--- src/rtl/fetch_stage_pkg.sv ---
// rtl/fetch_stage_pkg.sv - shared fetch-stage types and constants
package fetch_stage_pkg;

    localparam int XLEN = 16;
    localparam logic [XLEN-1:0] PC_INC = 16'd2;

    typedef enum logic [1:0] {
        ST_RUN    = 2'd0,
        ST_WAIT   = 2'd1,
        ST_DRAIN  = 2'd2,
        ST_HALTED = 2'd3
    } fetch_state_e;

endpackage

--- src/rtl/fetch_stage_fifo.sv ---
// rtl/fetch_stage_fifo.sv - circular instruction buffer holding {instruction, pc_plus2}
module fetch_fifo #(
    parameter  int DEPTH = 2,
    parameter  int WIDTH = 32,
    localparam int AW    = $clog2(DEPTH),
    localparam int CW    = AW + 1
) (
    input  logic             clk,
    input  logic             rst_n,
    input  logic             push,
    input  logic [WIDTH-1:0] push_data,
    input  logic             pop,
    input  logic             flush,
    output logic [WIDTH-1:0] head_data,
    output logic [CW-1:0]    count,
    output logic             full,
    output logic             empty
);

    logic [WIDTH-1:0] mem_q [DEPTH];
    logic [AW-1:0]    wr_ptr_q;
    logic [AW-1:0]    rd_ptr_q;
    logic [CW-1:0]    count_q;
    logic             do_push;
    logic             do_pop;

    assign full      = (count_q == CW'(DEPTH));
    assign empty     = (count_q == '0);
    assign count     = count_q;
    assign head_data = mem_q[rd_ptr_q];

    // A full FIFO may still accept a push when the head leaves in the same cycle.
    assign do_push = push & (~full | pop) & ~flush;
    assign do_pop  = pop & ~empty & ~flush;

    // Pointer and occupancy tracking; pointers wrap naturally since DEPTH is a power of two.
    always_ff @(posedge clk or negedge rst_n) begin
        if (!rst_n) begin
            wr_ptr_q <= '0;
            rd_ptr_q <= '0;
            count_q  <= '0;
        end else if (flush) begin
            wr_ptr_q <= '0;
            rd_ptr_q <= '0;
            count_q  <= '0;
        end else begin
            if (do_push) wr_ptr_q <= wr_ptr_q + 1'b1;
            if (do_pop)  rd_ptr_q <= rd_ptr_q + 1'b1;
            count_q <= count_q + CW'(do_push) - CW'(do_pop);
        end
    end

    // Entry storage; contents are only observable while counted as valid.
    always_ff @(posedge clk) begin
        if (do_push) mem_q[wr_ptr_q] <= push_data;
    end

endmodule

--- src/rtl/fetch_stage.sv ---
// rtl/fetch_stage.sv - PC owner and imem fetcher feeding decode; option macro FETCH_ALIGN_CHK_EN
module fetch_stage
    import fetch_stage_pkg::*;
#(
    parameter logic [15:0] RESET_PC = 16'h0000,
    parameter int          DEPTH    = 2
) (
    input  logic            clk,
    input  logic            rst,
    output logic            imem_req,
    output logic [XLEN-1:0] imem_addr,
    input  logic            imem_ready,
    input  logic            imem_rvalid,
    input  logic [XLEN-1:0] imem_rdata,
    input  logic            redirect,
    input  logic [XLEN-1:0] redirect_pc,
    input  logic            halt,
    output logic            inst_valid,
    input  logic            inst_ready,
    output logic [XLEN-1:0] instruction,
    output logic [XLEN-1:0] pc_plus2,
    output logic            err
);

    localparam int CW = $clog2(DEPTH) + 1;

    fetch_state_e      state_q;
    logic [XLEN-1:0]   pc_q;
    logic              halt_pend_q;

    logic              outstanding;
    logic              active;
    logic              rvalid_accept;
    logic              pop;
    logic              flush;
    logic              stop;
    logic              align_fault;
    logic              issue_ok;
    logic              req_fire;
    logic [XLEN-1:0]   target_pc;
    logic [CW:0]       occ;

    logic              fifo_push;
    logic [2*XLEN-1:0] fifo_head;
    logic [CW-1:0]     fifo_count;
    logic              fifo_full;
    logic              fifo_empty;

    assign outstanding   = (state_q == ST_WAIT) || (state_q == ST_DRAIN);
    assign active        = (state_q == ST_RUN) || (state_q == ST_WAIT);
    assign rvalid_accept = imem_rvalid & (state_q == ST_WAIT);
    assign pop           = inst_valid & inst_ready;
    assign flush         = halt | redirect;
    assign target_pc     = redirect_pc & 16'hFFFE;

`ifdef FETCH_ALIGN_CHK_EN
    logic err_q;

    assign align_fault = redirect & redirect_pc[0] & (state_q != ST_HALTED);
    assign err         = err_q;

    // Sticky error on a misaligned redirect; a concurrent halt takes precedence.
    always_ff @(posedge clk or negedge rst) begin
        if (!rst) err_q <= 1'b0;
        else      err_q <= err_q | (align_fault & ~halt);
    end
`else
    assign align_fault = 1'b0;
    assign err         = 1'b0;
`endif

    assign stop = halt | align_fault;

    // Occupancy after this cycle: a returning response moves from outstanding into the
    // FIFO, so it is counted once; a slot is reserved for every request in flight.
    assign occ      = {1'b0, fifo_count} + {{CW{1'b0}}, outstanding} - {{CW{1'b0}}, pop};
    assign issue_ok = (occ < (CW+1)'(DEPTH));

    assign imem_req  = rst & active & issue_ok & ~redirect & ~halt;
    assign imem_addr = pc_q;
    assign req_fire  = imem_req & imem_ready;

    // At response time the PC already points past the fetched word, so it is addr+2.
    assign fifo_push = rvalid_accept & ~flush & (~fifo_full | pop);

    fetch_fifo #(
        .DEPTH (DEPTH),
        .WIDTH (2*XLEN)
    ) u_fifo (
        .clk       (clk),
        .rst_n     (rst),
        .push      (fifo_push),
        .push_data ({imem_rdata, pc_q}),
        .pop       (pop),
        .flush     (flush),
        .head_data (fifo_head),
        .count     (fifo_count),
        .full      (fifo_full),
        .empty     (fifo_empty)
    );

    assign inst_valid  = ~fifo_empty;
    assign instruction = inst_valid ? fifo_head[2*XLEN-1:XLEN] : '0;
    assign pc_plus2    = inst_valid ? fifo_head[XLEN-1:0]      : '0;

    // Fetch FSM: PC advance, redirect/halt handling and stale-response draining.
    always_ff @(posedge clk or negedge rst) begin
        if (!rst) begin
            state_q     <= ST_RUN;
            pc_q        <= RESET_PC;
            halt_pend_q <= 1'b0;
        end else begin
            case (state_q)
                ST_HALTED: begin
                end
                default: begin
                    if (stop) begin
                        if (outstanding && !imem_rvalid) begin
                            state_q     <= ST_DRAIN;
                            halt_pend_q <= 1'b1;
                        end else begin
                            state_q <= ST_HALTED;
                        end
                    end else if (redirect) begin
                        pc_q <= target_pc;
                        if (outstanding && !imem_rvalid) state_q <= ST_DRAIN;
                        else if (halt_pend_q)            state_q <= ST_HALTED;
                        else                             state_q <= ST_RUN;
                    end else if (state_q == ST_DRAIN) begin
                        if (imem_rvalid) state_q <= halt_pend_q ? ST_HALTED : ST_RUN;
                    end else if (req_fire) begin
                        pc_q    <= pc_q + PC_INC;
                        state_q <= ST_WAIT;
                    end else if (rvalid_accept) begin
                        state_q <= ST_RUN;
                    end
                end
            endcase
        end
    end

endmodule

--- config.mk ---
export PLATFORM = sky130hd
export DESIGN_NAME = fetch_stage
export DESIGN_NICKNAME = d
export VERILOG_FILES = /design/src/rtl/fetch_stage_pkg.sv /design/src/rtl/fetch_stage_fifo.sv /design/src/rtl/fetch_stage.sv
export SDC_FILE = /design/constraint.sdc
export NUM_CORES = 1
export LEC_CHECK = 0
export CELL_PAD_IN_SITES_DETAIL_PLACEMENT = 1
export CELL_PAD_IN_SITES_GLOBAL_PLACEMENT = 2
export CORE_MARGIN = 5
export CORE_UTILIZATION = 30
export CTS_BUF_LIST = sky130_fd_sc_hd__clkbuf_16
export CTS_CLUSTER_DIAMETER = 150
export DETAILED_ROUTE_END_ITERATION = 16
export DONT_BUFFER_PORTS = 1
export MAX_ROUTING_LAYER = met4
export PLACE_DENSITY = 0.66
export SLEW_MARGIN = 20
export SYNTH_ARGS = -nofsm -noshare
export SYNTH_HDL_FRONTEND = slang
export SYNTH_HIERARCHICAL = 1
export SYNTH_SLANG_ARGS = --single-unit
export TNS_END_PERCENT = 100
--- constraint.sdc ---
create_clock -name clk -period 8.81 [get_ports clk]
set_input_delay 0.881 -clock clk [delete_from_list [all_inputs] [get_ports clk]]
set_output_delay 0.881 -clock clk [all_outputs]
set_load 0.02 [all_outputs]
* Word-level counts from Yosys, hierarchy flattened
Memory sizes are Yosys's and may differ from the RTL's. Index checks and enable logic that the tools add are counted.
Cells by class: $add $sub $neg 7, magnitude comparators 1, equality and inequality tests 6, muxes and demuxes 21, bitwise operators 21, reductions and logical operators 13
Operator list (count):
- $mux 16 | 5
- $mux 2 | 9
- $add 16x2->16 const B | 1
- $and 1x1->1 | 13
- $mux 1 | 7
- $eq 2x2->1 const B | 3
- $not 1->1 | 6
- $reduce_and 3->1 | 2
- $reduce_bool 2->1 | 3
- $reduce_bool 5->1 | 1
- $logic_not 2->1 | 2
- $ne 4x4->1 const B | 1
- $reduce_and 4->1 | 1
- $add 2x1->3 | 1
- $lt 3x2->1 const B | 1
- $sub 3x1->3 | 1
- $add 1x1->1 const B | 2
- $add 2x1->2 | 1
- $eq 2x1->1 const B | 1
- $logic_or 1x1->1 | 2
- $ne 2x2->1 const B | 1
- $or 1x1->1 | 2
- $sub 2x1->2 | 1
- $logic_and 1x1->1 | 1
- $logic_not 1->1 | 1
Word-level totals: flip-flop bits (word level) 23, memory bits (writable) 64, input port bits 39, output and inout bits 51, word-level logic and storage cells 76, memories kept 1
Memory list:
- u_fifo.mem_q | depth 2, width 32, read ports 1, clocked after Yosys merged registers in 0, write ports 1, line fetch_stage_fifo.sv:20 | logic [WIDTH-1:0] mem_q [DEPTH];

* Depth between registers and ports, before layout
depth after elaboration 13, mapped depth 11, mapped depth without buffers 10

* By module
The synthesis kept the hierarchy.
Modules (own cells, without submodules):
- fetch_fifo | instances 1, cells an instance 124, area each 2539.9 um2, seq. area each 2021.9 um2
- fetch_stage | instances 1, cells an instance 196, area each 1539.0 um2, seq. area each 450.4 um2

* Worst setup path before layout
No wires, ideal clock.
path kind input port to flip-flop, start point in redirect, end point mem u_fifo.mem_q[0][0], enable pin, library setup time 0.421 ns, data arrival time 3.169 ns, data required time 8.389 ns, path slack 5.220 ns, cell stages on the path 6, path buffers 1, path through clkbuf_1 > nor2_1 > inv_1 > nor3_1 > nand3b_1 > nor2_1
On the way: cells in the longest elaborated chain, start to end 8
RTL lines:
- from (decl) | line fetch_stage.sv:15 | input logic redirect,
- $or 1x1->1 | line fetch_stage.sv:53 | assign flush = halt | redirect;
- via flush | line fetch_stage.sv:35 | logic flush;
- $not 1->1 | line fetch_stage.sv:84 | assign fifo_push = rvalid_accept & ~flush & (~fifo_full | pop);
- $and 1x1->1 (2 in a row) | line fetch_stage.sv:84
- via fifo_push | line fetch_stage.sv:43 | logic fifo_push;
- $and 1x1->1 (2 in a row) | line fetch_stage_fifo.sv:33 | assign do_push = push & (~full | pop) & ~flush;
- $mux 1 | line fetch_stage_fifo.sv:55 | if (do_push) mem_q[wr_ptr_q] <= push_data;
- $mux 1 (implied by the code) | line fetch_stage_fifo.sv:55
- to (decl) | line fetch_stage_fifo.sv:20
The timed path passes the listed nets, and every way through them passes these cells.

* Worst setup path after layout
start point reg u_fifo.count_q[1] (netlist: u_fifo/count[1]), end point out imem_req
On the way: cells in the longest elaborated chain, start to end 8, elaborated cells between the ends (all ways) 9, those cells by class add/sub (2); order compare (1); bitwise (5); reduce/logical (1)
RTL lines:
- from (decl) | line fetch_stage_fifo.sv:23 | logic [CW-1:0] count_q;
- from (signal assigned) | line fetch_stage_fifo.sv:49 | count_q <= count_q + CW'(do_push) - CW'(do_pop);
- $logic_not 2->1 | line fetch_stage_fifo.sv:28 | assign empty = (count_q == '0);
- via fifo_empty | line fetch_stage.sv:47 | logic fifo_empty;
- $not 1->1 | line fetch_stage.sv:102 | assign inst_valid = ~fifo_empty;
- $and 1x1->1 | line fetch_stage.sv:52 | assign pop = inst_valid & inst_ready;
- via pop | line fetch_stage.sv:34 | logic pop;
- $sub 3x1->3 | line fetch_stage.sv:76 | assign occ = {1'b0, fifo_count} + {{CW{1'b0}}, outstanding} - {{CW{1'b0}}, pop};
- $lt 3x2->1 | line fetch_stage.sv:77 | assign issue_ok = (occ < (CW+1)'(DEPTH));
- $and 1x1->1 (3 in a row) | line fetch_stage.sv:79 | assign imem_req = rst & active & issue_ok & ~redirect & ~halt;
- to (decl) | line fetch_stage.sv:10 | output logic imem_req,
The timed path passes the listed nets, and every way through them passes these cells.

==> metrics.md <==
| Metric | Value |
|---|---|
| Post-DP HPWL | 6.492 mm |
| Post_cts resized | 0 |
| Post-CTS Setup Bufs | 0 |
| Drt first pass iters | 4 |
| Fraction of registers with async set/reset | 0.2558 |
| Core ar. | 0.01330 mm² |
| Vias per cell | 4.921 |
| DRT Wirelength | 9.227 mm |
| Num CTS Buffers | 9 |
| Sw frac | 0.2251 |
| Peak VDD IR | 0.08285 mV |
| Initial core utilization | 0.3068 |
| Hold Buf Count CTS | 0 |
| Max_cap viols | 0 |
| Num Clock Sinks | 86 |
| RSZ-0062 raised after global routing | no |
| Gr usage total | 0.1213 |
| Nets | 371 |
| Primary FF master, synth | edfxtp_1 |
| Number of H-tree levels | 3 |
| Initial DRC Count | 103 |
| Routability cong. | 0.7337 |
| Reg2reg end | imem_addr[10]$_DFFE_PN0P_ |
| R2R Path Start | u_fifo/count[1]$_DFF_PN0_ |
| Largest net degree at the start of global routing | 35 |
| Critical path arrival | 3180 ps |
| Switching Power | 193.6 µW |
| Power per Cell Area | 188.3 mW/mm² |
| Routed via count | 2480 |
| Antenna violations before repair | 0 |
| Final Power | 860.1 µW |
| Most frequent cells in the layout | edfxtp_1 (64), nor2b_1 (39), mux2_2 (32) |
| Inserted Diodes | 0 |
| Number of synthesis warnings | 6 |
| Reg2Reg Setup Slack | 4890 ps |
| Synth-to-layout area growth | 11.96% |
| CTS tree | done |
| Worst-margin pin slew | 1014 ps |
| Internal power | 666.5 µW |
| Comb pwr share | 0.030 |
| Congestion Overflow GR | 0 |
| Most common cell after layout, fill and taps aside | edfxtp_1 |
| WP data required | 7930 ps |
| Placement Cell Area | 0.004289 mm² |
| Register area share after synthesis | 0.6061 |
| Worst skew pair latency | 340 ps |
| Setup slack after layout | 4750 ps |
| IO buf count | 0 |
| Row cnt | 42 |
| Die width | 126.6 µm |
| Seq cells post-synth | 86 |
| I/O pin count | 90 |
| Setup_tns | 0 ps |
| Max Freq | 0.2463 GHz |
| Critical Path Source Type | flop |
| Clock transition at path regs | 60 ps |
| Share of layout cells above drive strength 1 | 0.1768 |
| Critical path type | flop to output pin |
| CP max FO | 34 |
| Detail Route Antenna Nets | 0 |
| CTS max path bufs | 2 |
| Vias in the first global route | 2738 |
| Cells after Synth | 320 |
| Synth Cell Area | 0.004079 mm² |
| Final worst clock skew | 8.109 ps |
| Final Hold Vio Count | 0 |
| Post-synth EDFFs | 64 |
| Max Slew Vio Count | 0 |
| Vert. Die Dim | 126.6 µm |
| Status | complete, no violations |
| Fin crit share | 0.4608 |
| Place WS | 4871 ps |
| Synth unique cells | 44 |
| Seq pwr share | 0.562 |
| Clock share of power | 0.408 |
| Worst Reg-to-Reg Cells | 11 |
| Root buf cell | clkbuf_16 |
| Worst min-delay path category | input pin to asynchronous set/reset pin |
| Die Area | 0.01603 mm² |
| Pleak | 0.001554 µW |
| Worst relative slew slack | 0.3224 |
| Fillers | 1421 |
| Final core occ | 0.3435 |
| Wirelength per Cell | 18.31 µm |
| Setup violators final | 0 |
| Post-route DRC | 0 |
| Global-route wire length before repair | 14.53 mm |
| Min Tclk post-route | 4060 ps |
| Crit path launch | u_fifo/count[1]$_DFF_PN0_ |
| Crit path to | imem_req |
| Design Area, Final | 0.004567 mm² |
| Critical Path Sink Type | output pin |
| Synth Area per Inst | 12.75 µm² |
## per-stage QoR
stage | hold WS (ps) | instances
2_1_floorplan | 464.6 | 323
3_3_place_gp | 503.5 | 488
3_5_place_dp | 524.6 | 488
4_1_cts | 213.3 | 504
5_1_grt | 213.5 | 504
6_report | 233.7 | 504
## sequential cells by signal, summed over array words and instances, names as in the netlist
name             cells
halt_pend_q          1
u_fifo/count         2
u_fifo/mem_q        64
state_q              2
imem_addr           15
u_fifo/wr_ptr_q      1
u_fifo/rd_ptr_q      1
## logic make-up after synthesis
| kind of cell | count (synthesis) | synth area share |
|---|---|---|
| AO/OA/AOI/OAI | 41 | 0.06687 |
| XOR/XNOR | 7 | 0.01503 |
| buffers and inverters | 26 | 0.02699 |
| flip-flops | 86 | 0.6061 |
| multiplexers | 38 | 0.1031 |
| adder cells (fa/ha/maj) | 9 | 0.02945 |
| other | 1 | 0.0009194 |
| AND/OR/NAND/NOR | 112 | 0.1515 |
## routing by layer
metal / track usage / wire [µm] / share of wire / vias to the layer above
li1: - / - / - / 1176
met1: 0.1345 / 3760 / 0.41 / 1227
met2: 0.1952 / 4571 / 0.50 / 62
met3: 0.04498 / 703 / 0.076 / 15
met4: 0.05489 / 191 / 0.021 / 0
met5: - / 0 / 0 / -
## power groups by stage
stage	Sequential, µW	Combinational [µW]	Clock [µW]
2_1_floorplan	483	23.5	0
3_3_place_gp	490	25.5	0
3_5_place_dp	493	26.4	0
4_1_cts	484	26.6	366
5_1_grt	486	30.9	381
6_report	483	25.9	351
## worst min-delay path by stage
| stage | from | end | cells past startpoint |
|---|---|---|---|
| after floorplan | u_fifo/wr_ptr_q$_DFFE_PN0P_ | u_fifo/wr_ptr_q$_DFFE_PN0P_ | 1 |
| after CTS | rst | imem_addr[3]$_DFFE_PN0P_ | 0 |
| after detailed placement | halt_pend_q$_DFFE_PN0P_ | halt_pend_q$_DFFE_PN0P_ | 1 |
| after global routing | rst | state_q[1]$_DFFE_PN0P_ | 0 |
| final | rst | state_q[1]$_DFFE_PN0P_ | 0 |
| after global placement | halt_pend_q$_DFFE_PN0P_ | halt_pend_q$_DFFE_PN0P_ | 1 |
## layout make-up
| type | instances | area [µm²] | share of cell area |
|---|---|---|---|
| multi-input combinational | 211 | 1525 | 0.3340 |
| timing repair buffer | 4 | 30.03 | 0.006575 |
| clock buffer | 10 | 250.2 | 0.05479 |
| inverter | 11 | 41.29 | 0.009041 |
| clock inverter | 6 | 27.53 | 0.006027 |
| sequential | 86 | 2472 | 0.5414 |
| tap | 176 | 220.2 | 0.04822 |
## cells in the mapped netlist, types with 4 or more instances
cell type / count / area share
mux2_2: 32 / 0.088
a22oi_1: 4 / 0.0074
buf_2: 4 / 0.0049
mux2i_1: 6 / 0.015
o21ai_0: 9 / 0.011
xnor2_1: 4 / 0.0086
inv_1: 11 / 0.010
clkbuf_1: 9 / 0.0083
nor3_1: 11 / 0.013
nand2_1: 15 / 0.014
edfxtp_1: 64 / 0.47
nand3_1: 9 / 0.011
or4_1: 4 / 0.0074
nor2_1: 17 / 0.016
dfrtp_1: 22 / 0.13
o22ai_1: 6 / 0.0092
a21oi_1: 10 / 0.012
nor2b_1: 39 / 0.060
ha_1: 8 / 0.025
## worst max-delay path: stages, from the launching register on
cell	delay [ps]
dfrtp_1	480
nor2_2	140
buf_4	360
nor2b_1	180
ha_1	310
nand2b_1	150
fa_1	510
o211ai_2	130
nor3_1	570
Note: power is estimated with default switching activity, not from simulation.
